$ cat src/rtl/neander_irq_pkg.sv
// Shared types and MMIO map for the interrupt controller.
// Build option IRQ_SYNC_EN (see irq_controller) does not affect this package.
package neander_irq_pkg;

   typedef enum logic [1:0] {
      IDLE    = 2'd0,
      ASSERT  = 2'd1,
      SERVICE = 2'd2
   } irq_state_t;

   localparam logic [15:0] IRQ_EN_ADDR   = 16'hF030;
   localparam logic [15:0] IRQ_PEND_ADDR = 16'hF032;
   localparam logic [15:0] IRQ_EDGE_ADDR = 16'hF034;
   localparam logic [15:0] IRQ_VEC_ADDR  = 16'hF036;

   localparam int IRQ_SRC_TIMER = 0;

endpackage

$ cat src/rtl/irq_prio_enc.sv
// Combinational priority encoder: lowest set index wins.
module irq_prio_enc #(
   parameter int NUM_SRC = 8,
   parameter int VEC_W   = $clog2(NUM_SRC)
) (
   input  logic [NUM_SRC-1:0] req_i,
   output logic [VEC_W-1:0]   vec_o,
   output logic               valid_o
);

   // Scan from the top so the lowest set index is the last one written.
   always_comb begin
      vec_o   = '0;
      valid_o = |req_i;
      for (int i = NUM_SRC - 1; i >= 0; i--) begin
         if (req_i[i]) vec_o = VEC_W'(i);
      end
   end

endmodule

$ cat src/rtl/irq_controller.sv
// Interrupt controller: pending/enable/edge registers, priority select, ack/EOI FSM.
// Define IRQ_SYNC_EN to insert a 2-flop synchroniser ahead of the source sampling flop.
module irq_controller
   import neander_irq_pkg::*;
#(
   parameter int NUM_SRC = 8,
   parameter int VEC_W   = $clog2(NUM_SRC)
) (
   input  logic               clk,
   input  logic               reset,
   input  logic [NUM_SRC-1:0] irq_src,
   input  logic               en_wr,
   input  logic               edge_wr,
   input  logic               pend_wr,
   input  logic [15:0]        wdata,
   output logic [NUM_SRC-1:0] irq_en,
   output logic [NUM_SRC-1:0] irq_edge,
   output logic [NUM_SRC-1:0] irq_pend,
   output logic               cpu_irq,
   input  logic               cpu_ack,
   input  logic               cpu_eoi,
   output logic [VEC_W-1:0]   irq_vec,
   output logic               in_service
);

   irq_state_t         state_q, state_d;
   logic [NUM_SRC-1:0] src_in, src_q, src_prev_q;
   logic [NUM_SRC-1:0] en_q, en_d, edge_q, edge_d, pend_q, pend_d;
   logic [NUM_SRC-1:0] wmask, rise, clr, to_edge, eligible;
   logic [VEC_W-1:0]   vec_q, vec_d, prio_vec;
   logic               prio_valid, accept;

`ifdef IRQ_SYNC_EN
   logic [NUM_SRC-1:0] sync1_q, sync2_q;

   always_ff @(posedge clk or posedge reset) begin
      if (reset) begin
         sync1_q <= '0;
         sync2_q <= '0;
      end else begin
         sync1_q <= irq_src;
         sync2_q <= sync1_q;
      end
   end

   assign src_in = sync2_q;
`else
   assign src_in = irq_src;
`endif

   if (NUM_SRC < 16) begin : g_wdata_hi
      logic unused_wdata;
      assign unused_wdata = ^wdata[15:NUM_SRC];
   end

   assign wmask    = wdata[NUM_SRC-1:0];
   assign eligible = pend_q & en_q;

   irq_prio_enc #(.NUM_SRC(NUM_SRC), .VEC_W(VEC_W)) u_prio (
      .req_i   (eligible),
      .vec_o   (prio_vec),
      .valid_o (prio_valid)
   );

   always_ff @(posedge clk or posedge reset) begin
      if (reset) state_q <= IDLE;
      else       state_q <= state_d;
   end

   always_comb begin
      state_d = state_q;
      case (state_q)
         IDLE:    if (prio_valid) state_d = ASSERT;
         ASSERT: begin
            if (cpu_ack && prio_valid) state_d = SERVICE;
            else if (!prio_valid)      state_d = IDLE;
         end
         SERVICE: if (cpu_eoi) state_d = IDLE;
         default: state_d = IDLE;
      endcase
   end

   always_comb begin
      cpu_irq    = (state_q == ASSERT);
      in_service = (state_q == SERVICE);
      accept     = (state_q == ASSERT) && cpu_ack && prio_valid;
   end

   // Edge bits: set beats clear. Level bits just mirror src_q.
   always_comb begin
      en_d    = en_wr   ? wmask : en_q;
      edge_d  = edge_wr ? wmask : edge_q;
      rise    = src_q & ~src_prev_q;
      clr     = (pend_wr ? wmask : '0) | (accept ? (NUM_SRC'(1) << prio_vec) : '0);
      to_edge = edge_wr ? (wmask & ~edge_q) : '0;
      pend_d  = (edge_q & ((pend_q & ~clr) | rise)) | (~edge_q & src_q);
      pend_d  = pend_d & ~to_edge;
      vec_d   = vec_q;
      if (prio_valid && state_q != SERVICE) vec_d = prio_vec;
   end

   always_ff @(posedge clk or posedge reset) begin
      if (reset) begin
         src_q      <= '0;
         src_prev_q <= '0;
         en_q       <= '0;
         edge_q     <= '0;
         pend_q     <= '0;
         vec_q      <= '0;
      end else begin
         src_q      <= src_in;
         src_prev_q <= src_q;
         en_q       <= en_d;
         edge_q     <= edge_d;
         pend_q     <= pend_d;
         vec_q      <= vec_d;
      end
   end

   assign irq_en   = en_q;
   assign irq_edge = edge_q;
   assign irq_pend = pend_q;
   assign irq_vec  = vec_q;

endmodule

$ cat config.mk
export PLATFORM = sky130hd
export DESIGN_NAME = irq_controller
export DESIGN_NICKNAME = d
export VERILOG_FILES = /design/src/rtl/neander_irq_pkg.sv /design/src/rtl/irq_prio_enc.sv /design/src/rtl/irq_controller.sv
export SDC_FILE = /design/constraint.sdc
export NUM_CORES = 1
export LEC_CHECK = 0
export ABC_AREA = 1
export ABC_CLOCK_PERIOD_IN_PS = 1800
export BUFFER_PORTS_ARGS = -buffer_cell sky130_fd_sc_hd__buf_4
export CAP_MARGIN = 20
export CORE_MARGIN = 2
export CORE_UTILIZATION = 50
export CTS_CLUSTER_SIZE = 10
export DETAILED_ROUTE_END_ITERATION = 8
export PLACE_DENSITY = 0.79
export SYNTH_ARGS = -nofsm -noshare
export SYNTH_HDL_FRONTEND = slang
export SYNTH_HIERARCHICAL = 1
export SYNTH_SLANG_ARGS = --single-unit
$ cat constraint.sdc
create_clock -name clk -period 1.8 [get_ports clk]
set_input_delay 0.18 -clock clk [delete_from_list [all_inputs] [get_ports clk]]
set_output_delay 0.18 -clock clk [all_outputs]
set_load 0.02 [all_outputs]
==> results of run 1 <==
-- layout by cell type, fill, tap and decap left out --
cell type      synthesis  routed
mux2_2                 8       8
o21ai_1                3       3
clkbuf_8               0       7
inv_1                 30      29
nor2_1                18      18
nand4_1                1       1
nand2_1               72      72
nor3_1                 1       1
nand3_1                1       1
or2_1                  2       2
o21ai_0                9       9
nor3_2                 1       1
buf_4                  0      51
a211oi_1               1       1
nor2_4                 1       1
dlygate4sd3_1          0       9
inv_2                  1       1
a31oi_1                1       1
clkinv_2               0       1
dfrtp_1               45      45
buf_12                 0       1
a21oi_1               17      17
clkinv_1               0       1
-- worst paths after layout --
path / from / end / depth (start not counted)
max in group asynchronous: reset / irq_pend[6] / 4
min in group asynchronous: reset / src_q[1] / 3
hold / removal: cpu_ack / state_q[0] / 2
setup / recovery: irq_en[2] / irq_pend[7] / 10
setup reg to reg: irq_en[2] / irq_pend[7] / 10
hold reg to reg: src_q[3] / src_prev_q[3] / 0
-- stage by stage --
step	setup WS [ns]	power [uW]
2_1_floorplan	0.266	1670
3_3_place_gp	0.244	1940
3_5_place_dp	0.232	1960
4_1_cts	0.217	2630
5_1_grt	0.0365	2770
6_report	0.202	2610
-- flip-flops by register name, summed over array words and instances, names as in the netlist --
name	flops
irq_pend	8
irq_edge	8
irq_vec	3
irq_en	8
state_q	2
src_q	8
src_prev_q	8
-- final cells by class --
class	count	area, um^2	share of cell area [%]
multi-input cells	136	637	25.1
well taps	48	60.1	2.37
clock buffers	7	96.3	3.80
flip-flops and latches	45	1130	44.4
inverters	31	116	4.59
clock inverters	1	5.00	0.198
repair buffers	61	493	19.5
-- cells by family after synthesis --
group,after synthesis
AND/OR/NAND/NOR,97
multiplexers,8
buffers and inverters,34
flip-flops,45
AO/OA/AOI/OAI,31
-- power by group through the flow --
stage | Clock (uW) | Sequential, uW | Combinational (uW)
6_report | 653 | 1230 | 723
5_1_grt | 721 | 1250 | 795
4_1_cts | 669 | 1230 | 728
3_5_place_dp | 0 | 1250 | 712
3_3_place_gp | 0 | 1250 | 695
2_1_floorplan | 0 | 1340 | 326
-- worst reg2reg max path, delay by kind of cell (launching register included) --
| family | cells | cell delay, ns |
|---|---|---|
| AO/OA/AOI/OAI | 1 | 0.06 |
| buffers and inverters | 3 | 0.26 |
| flip-flops | 1 | 0.41 |
| AND/OR/NAND/NOR | 6 | 0.76 |
-- per-layer routing --
metal / vias up / wire, um / global-route usage [%]
met4: 0 / 17 / 5.47
met5: - / 0 / 0
li1: 801 / - / -
met2: 42 / 1830 / 32.9
met1: 726 / 1720 / 24.4
met3: 2 / 186 / 4.45
-- repair_timing --
| action | 4_1_cts | 5_1_grt |
|---|---|---|
| setup buffers | 0 | 0 |
| hold buffers | 9 | 0 |
| endpoints found under the hold margin | 28 | 0 |
==> reports/qor.yml, run 1 <==
status: "finished, final reports clean"
power_frac_seq_pct: 47.3
synth-simple-area-share_pct: 20.5
finalSetupViolations: 0
async_flop_share_pct: 100
worst_pin_slew_ns: 0.759
synthAdderAreaFrac_pct: 0
rows: 22
r2r_slack_ns: 0.20
leakagePower_uw: 0.00132
finalMaxSlewViolations: 0
final_cell_area_um2: 2530
cp_data_arrival_time_ns: 1.77
required_ns: 1.97
postSynthAreaPerCell_um2: 8.80
dr_total_vias: 1571
switching_share_pct: 31.6
ys_seq_elements: 45
slew-limit-headroom_pct: 49.1
root_buffer: "clkbuf_8"
fmax_mhz: 626
synth_compound_area_share_pct: 8.39
io_pins: 60
port_buffers: 51
finalCritPeriodShare_pct: 88.8
rsz0062_at_grt: "no"
grt_use_total_pct: 19.2
dieWidth_um: 65.5
first_pass_iters: 4
synthDistinctLibCells: 19
die_h_um: 65.5
syn_nets: 246
max_cap_violations: 0
antenna_cells: 0
synth_cells: 215
power.net_switching_uw: 825
clkPwrFrac_pct: 25.0
hold_violations: 0
placedInstanceArea_um2: 2340
synth_most_common_cell: "nand2_1"
dieArea_um2: 4290
clkTransAtPathRegs_ns: 0.08
drt_iter0_markers: 72
min_period_ns: 1.60
ys_warn_count: 6
cts_tree: "yes"
final_util_pct: 69.2
grt_remaining_overflow: 0
cpPeakStageDelay_ns: 0.41
wirelength_mm: 3.75
grt_pass1_vias: 1466
cts_resized: 0
slowest_stage: "dfrtp_1"
ant_nets: 0
synthFlopType: "dfrtp_1"
synth_area_um2: 1890
clock_skew_ns: 0.00280
ys_seq_area_share_pct: 59.5
final_nets: 311
cp_num_buf_inv: 3
cp_max_fo: 5
clk_path_buf_depth: 2
h-tree-depth: 2
cts_buffers: 5
synth_edf_count: 0
hold_path_class: "primary input to register"
synthToLayoutAreaGrowth_pct: 33.8
gp_routability_congestion: 0.766
antenna_found_initial: 0
clock_latency_ns: 0.28
synthMuxAreaShare_pct: 4.76
drive_gt1_share_pct: 25.3
coreArea_um2: 3660
dpl.cell_count: 312
grt_max_degree: 26
whs_ns: 0.0724
initial_core_util_pct: 51.7
power_density_nw_per_um2: 1030
path_cells: "nand2_1, inv_1, inv_1, nand4_1, nor2_1, inv_1, nor2_1, nand2_1, nand2_1, a21oi_1"
fin_setup_tns_ns: 0
start_kind: "register"
grt_first_pass_wirelength_mm: 6.24
cts_sinks: 45
synth.top_cell.area_share_pct: 59.5
cp-end-kind: "register"
power.internal_uw: 1780
pwr-share-comb_pct: 27.7
ir_worst_vdd_uv: 590
synth_top_area_cell: "dfrtp_1"
dpl.hpwl_mm: 2.82
instances_no_fill: 329
drc: 0
wire_per_inst_um: 11.4
synth_top_family_by_area: "simple AND/OR/NAND/NOR gates"
synth_xor_area_share_pct: 0
synthTopCellsByCount: "72 x nand2_1, 45 x dfrtp_1, 30 x inv_1, 18 x nor2_1, 17 x a21oi_1"
path_class: "register to register"
critical_path.top_delay_family: "simple AND/OR/NAND/NOR gates"
avgViaCountPerCell: 4.78
synth_area_leaders: "dfrtp_1 59%, nand2_1 14%, inv_1 5.9%"
n_fill_cell: 311
(Power assumes the default switching activity.)
==> run 2, diff against run 1 <==
--- a/config.mk
+++ b/config.mk
@@ -9,8 +9,10 @@
 export ABC_CLOCK_PERIOD_IN_PS = 1800
 export BUFFER_PORTS_ARGS = -buffer_cell sky130_fd_sc_hd__buf_4
 export CAP_MARGIN = 20
+export CORE_ASPECT_RATIO = 0.75
 export CORE_MARGIN = 2
 export CORE_UTILIZATION = 50
+export CTS_CLUSTER_DIAMETER = 50
 export CTS_CLUSTER_SIZE = 10
 export DETAILED_ROUTE_END_ITERATION = 8
 export PLACE_DENSITY = 0.79
==> run 2 against run 1 <==
Against the previous run:
- hold slack got worse by 0.057 ns
- first-iteration DRC count rose by 17%
- fmax fell by 3.0%
- combinational power rose by 2%
- die area rose by 0.13%
- critical path type unchanged
- sequential power barely moved
- clock skew rose by 0.0015 ns
- worst setup slack got worse by 0.049 ns
- core utilization rose by 0.56 points
- wire length rose by 7.2%
- count of clock-buffer cells in the layout did not move
==> reports/qor.yml, run 2 (synthesized netlist as in run 1, its figures left out) <==
instances_no_fill: 332
finalSetupViolations: 0
multi_input_area_um2: 643
cts_sinks: 45
total_power_uw: 2750
root_buffer: "clkbuf_8"
ir_worst_vdd_uv: 778
path_class: "register to register"
io_pins: 60
finalMaxSlewViolations: 0
final_cell_area_um2: 2540
avgViaCountPerCell: 4.77
synthToLayoutAreaGrowth_pct: 34.0
clk_path_buf_depth: 2
met2_usage_pct: 29.6
pwr-share-comb_pct: 26.7
grt.busiest_layer: "met1"
clkTransAtPathRegs_ns: 0.08
placedInstanceArea_um2: 2330
fin_setup_tns_ns: 0
start_kind: "register"
crit_top_cell: "nand2_1"
hold_path_class: "primary input to async pin"
required_ns: 2.02
cp_max_fo: 9
h-tree-depth: 2
use_met3_pct: 5.12
ant_nets: 0
antenna_cells: 0
leakagePower_uw: 0.00131
worst_pin_slew_ns: 0.559
dpl.cell_count: 316
dr_total_vias: 1585
first_pass_iters: 4
grt_use_total_pct: 20.8
switching_share_pct: 31.4
dpl.hpwl_mm: 2.77
power.net_switching_uw: 863
cp_data_arrival_time_ns: 1.86
reg2reg_depth: 10
reg2reg_from: "irq_pend[7]"
min_period_ns: 1.65
cpPeakStageDelay_ns: 0.41
clkPwrFrac_pct: 28.2
path_cells: "nand2_1, inv_1, or2_1, nor3_2, nand2_1, nand2_1, nor2_4, nand2_1, nand2_1, a21oi_1"
place_ws_ns: 0.224
fmax_mhz: 607
worst_slack_ns: 0.153
gp_routability_congestion: 0.830
dieWidth_um: 75.1
n_fill_cell: 289
clock_skew_ns: 0.00435
r2r-end: "irq_pend[4]"
crit_start: "irq_pend[7]"
coreArea_um2: 3640
cts_setup_buffers: 0
power_frac_seq_pct: 45.1
max_cap_violations: 0
dieArea_um2: 4300
final_nets: 310
wirelength_mm: 4.02
final_common_cell: "nand2_1"
wire_per_inst_um: 12.1
die_h_um: 57.3
r2r_slack_ns: 0.15
rsz0062_at_grt: "no"
cts_buffers: 5
cp-end-kind: "register"
finalCritPeriodShare_pct: 91.5
grt_remaining_overflow: 0
slew-limit-headroom_pct: 62.7
grt_max_degree: 46
antenna_found_initial: 0
drive_gt1_share_pct: 25.7
port_buffers: 51
grt_first_pass_wirelength_mm: 6.53
hold_violations: 0
rows: 19
use_met1_pct: 30.5
power_density_nw_per_um2: 1080
power.internal_uw: 1890
slowest_stage: "dfrtp_1"
regArea_um2: 1130
initial_core_util_pct: 52.0
status: "finished, final reports clean"
grt_pass1_vias: 1435
drt_iter0_markers: 84
final_cell_mix: "72 x nand2_1, 52 x buf_4, 45 x dfrtp_1"
clock_latency_ns: 0.30
drc: 0
cts_tree: "yes"
## run 2: per-stage QoR
step                utilization, %  hold slack, ns
floorplan                        -           0.211
global placement              64.2           0.289
detailed placement            64.2           0.291
CTS                           69.6          0.0252
global route                  69.8          0.0518
finish                        69.8          0.0158
## run 2: layout make-up
cell class | instances | area share, %
clock inverter | 1 | 1.18
timing repair buffer | 60 | 18.5
sequential | 45 | 44.4
multi-input combinational | 136 | 25.3
clock buffer | 7 | 3.40
inverter | 31 | 4.59
tap | 52 | 2.56
## run 2: how the worst max path moves through the flow
stage                       end  slack, ns  cells past startpoint
floorplan            state_q[1]       0.27                      8
detailed placement   state_q[1]       0.22                      8
CTS                 irq_pend[2]       0.20                     13
global placement    irq_pend[6]       0.24                     10
global route        irq_pend[1]       0.03                     11
finish              irq_pend[4]       0.15                     10
## run 2: metal layers
metal	vias to the layer above	share of wire, %	routed length, um
met5	-	0	0
met4	0	1.7	70
met3	8	6.4	257
met2	51	44	1770
met1	734	48	1920
li1	792	-	-
## run 2: worst max-delay path: cells and delay by family, from the launching register on
kind | cells | cell delay (ns)
simple gates | 8 | 0.96
compound gates | 1 | 0.14
buf+inv | 1 | 0.06
flops | 1 | 0.41
## run 2: timing repair
action / in CTS / in global routing
endpoints found under the setup margin: 0 / 2
hold buffers: 8 / 0
endpoints found under the hold margin: 8 / 0
gates resized for setup: 0 / 2
## run 2: power by group through the flow
stage / registers (uW) / logic [uW] / clock network (uW)
3_5_place_dp: 1260 / 709 / 0
2_1_floorplan: 1340 / 326 / 0
6_report: 1240 / 735 / 775
3_3_place_gp: 1250 / 694 / 0
5_1_grt: 1250 / 807 / 851
4_1_cts: 1240 / 733 / 794
==> run 3, diff against run 2 <==
--- a/config.mk
+++ b/config.mk
@@ -11,11 +11,12 @@
 export CAP_MARGIN = 20
 export CORE_ASPECT_RATIO = 0.75
 export CORE_MARGIN = 2
-export CORE_UTILIZATION = 50
+export CORE_UTILIZATION = 52
+export CTS_BUF_LIST = sky130_fd_sc_hd__clkbuf_8
 export CTS_CLUSTER_DIAMETER = 50
 export CTS_CLUSTER_SIZE = 10
 export DETAILED_ROUTE_END_ITERATION = 8
-export PLACE_DENSITY = 0.79
+export PLACE_DENSITY = 0.81
 export SYNTH_ARGS = -nofsm -noshare
 export SYNTH_HDL_FRONTEND = slang
 export SYNTH_HIERARCHICAL = 1
==> run 3 against run 2 <==
Against the previous run:
- hold slack got worse by 0.0026 ns
- critical path depth stayed put
- die area decreased by 3.6%
- wire length fell by 1.3%
- count of clock-buffer cells in the layout down 1
- non-clock buffer count unchanged
- combinational power is 0.5% lower
- design area decreased by 0.59%
==> reports/qor.yml, run 3 (synthesized netlist as in run 1, its figures left out) <==
worst_slack_ns: 0.141
finalMaxSlewViolations: 0
grt_pass1_vias: 1459
cts_setup_buffers: 0
n_fill_cell: 271
power_density_nw_per_um2: 1080
final_cell_area_um2: 2520
clkTransAtPathRegs_ns: 0.08
dpl.cell_count: 304
hold_violations: 0
wirelength_mm: 3.97
final_cell_mix: "72 x nand2_1, 52 x buf_4, 45 x dfrtp_1"
cts_buffers: 5
io_pins: 60
dpl.hpwl_mm: 2.80
rows: 18
status: "finished, final reports clean"
dieArea_um2: 4140
grt_first_pass_wirelength_mm: 6.48
clock_skew_ns: 0.00820
slowest_stage: "dfrtp_1"
dieWidth_um: 73.7
hold_path_class: "primary input to async pin"
max_cap_violations: 0
clock_latency_ns: 0.29
synthToLayoutAreaGrowth_pct: 33.2
root_buffer: "clkbuf_8"
ant_nets: 0
finalSetupViolations: 0
place_ws_ns: 0.211
initial_core_util_pct: 56.0
cp-end-kind: "register"
gp_routability_congestion: 0.813
first_pass_iters: 4
port_buffers: 51
cts_sinks: 45
drc: 0
cp_max_fo: 5
min_period_ns: 1.66
final_common_cell: "nand2_1"
antenna_found_initial: 0
rsz0062_at_grt: "yes"
ir_worst_vdd_uv: 813
instances_no_fill: 320
clk_path_buf_depth: 2
path_cells: "nand2_1, inv_1, inv_1, nand4_1, nor2_1, inv_1, nor2_1, nand2_1, nand2_1, a21oi_1"
placedInstanceArea_um2: 2320
drive_gt1_share_pct: 25.4
antenna_cells: 0
final_nets: 310
avgViaCountPerCell: 5.03
start_kind: "register"
path_class: "register to register"
grt_max_degree: 46
dr_total_vias: 1608
die_h_um: 56.3
slew-limit-headroom_pct: 63.2
h-tree-depth: 2
cp_data_arrival_time_ns: 1.84
cts_tree: "yes"
wire_per_inst_um: 12.4
fmax_mhz: 603
worst_pin_slew_ns: 0.553
drt_iter0_markers: 96
grt_remaining_overflow: 0
finalCritPeriodShare_pct: 92.2
coreArea_um2: 3380
cpPeakStageDelay_ns: 0.40
grt_use_total_pct: 20.5
leakagePower_uw: 0.00132
required_ns: 1.98
run 3: changes by cell type in the layout (fill, tap and decap cells not counted):
cell,change
a31oi_2,+1
nor2_2,-1
nor2_1,+1
a31oi_1,-1
a21oi_1,+1
inv_1,+1
clkbuf_1,-1
a21oi_2,-1
run 3: critical path, delay by kind of cell, from the launching register on:
kind,cells,cell delay [ns]
and+or+nand+nor,6,0.81
AOI/OAI and AO/OA,1,0.06
buffers and inverters,3,0.29
DFF,1,0.40
run 3: final timing paths:
kind / start / to / slack (ns) / cells after the start
worst min-delay path: reset / irq_pend[4] / 0.01 / 3
worst max register to register: irq_en[0] / irq_pend[6] / 0.14 / 10
worst min register to register: src_q[4] / src_prev_q[4] / 0.38 / 0
min in group clk: cpu_ack / state_q[0] / 0.06 / 2
worst max-delay path: irq_en[0] / irq_pend[6] / 0.14 / 10
max in group asynchronous: reset / irq_en[5] / 1.40 / 3
run 3: per-stage QoR:
step | util, % | hold WS (ns) | power, uW | setup TNS, ns
6_report | 74.7 | 0.0132 | 2730 | 0
5_1_grt | 74.7 | 0.0514 | 2880 | -0.00445
4_1_cts | 74.5 | 0.0288 | 2740 | 0
3_5_place_dp | 68.7 | 0.290 | 1960 | 0
3_3_place_gp | 68.7 | 0.289 | 1950 | 0
2_1_floorplan | - | 0.211 | 1670 | 0
run 3: area by class of cell:
class / count / area, um^2 / area share [%]
flip-flops and latches: 45 / 1130 / 44.6
inverters: 31 / 116 / 4.61
well taps: 40 / 50.0 / 1.98
multi-input cells: 136 / 643 / 25.5
clock buffers: 6 / 82.6 / 3.27
repair buffers: 60 / 470 / 18.7
clock inverters: 2 / 33.8 / 1.34
run 3: layer usage:
layer  vias up  track usage, %  wire length (um)
li1        798               -                 -
met1       748            29.4              1870
met2        59            30.7              1740
met3         3            6.10               334
met4         0            4.68                21
met5         -               0                 0
run 3: power by group:
part	leakage, uW	switching [uW]	total [uW]	internal, uW
Sequential	0.000537	99.2	1230	1140
Clock	0.0000626	322	769	447
Combinational	0.000717	432	731	299
Total	0.00132	853	2730	1880
run 3: what timing repair did:
action | CTS | global route
hold buffers | 8 | 0
hold endpoints to repair | 8 | 0
resized for setup | 0 | 1
endpoints found under the setup margin | 0 | 2
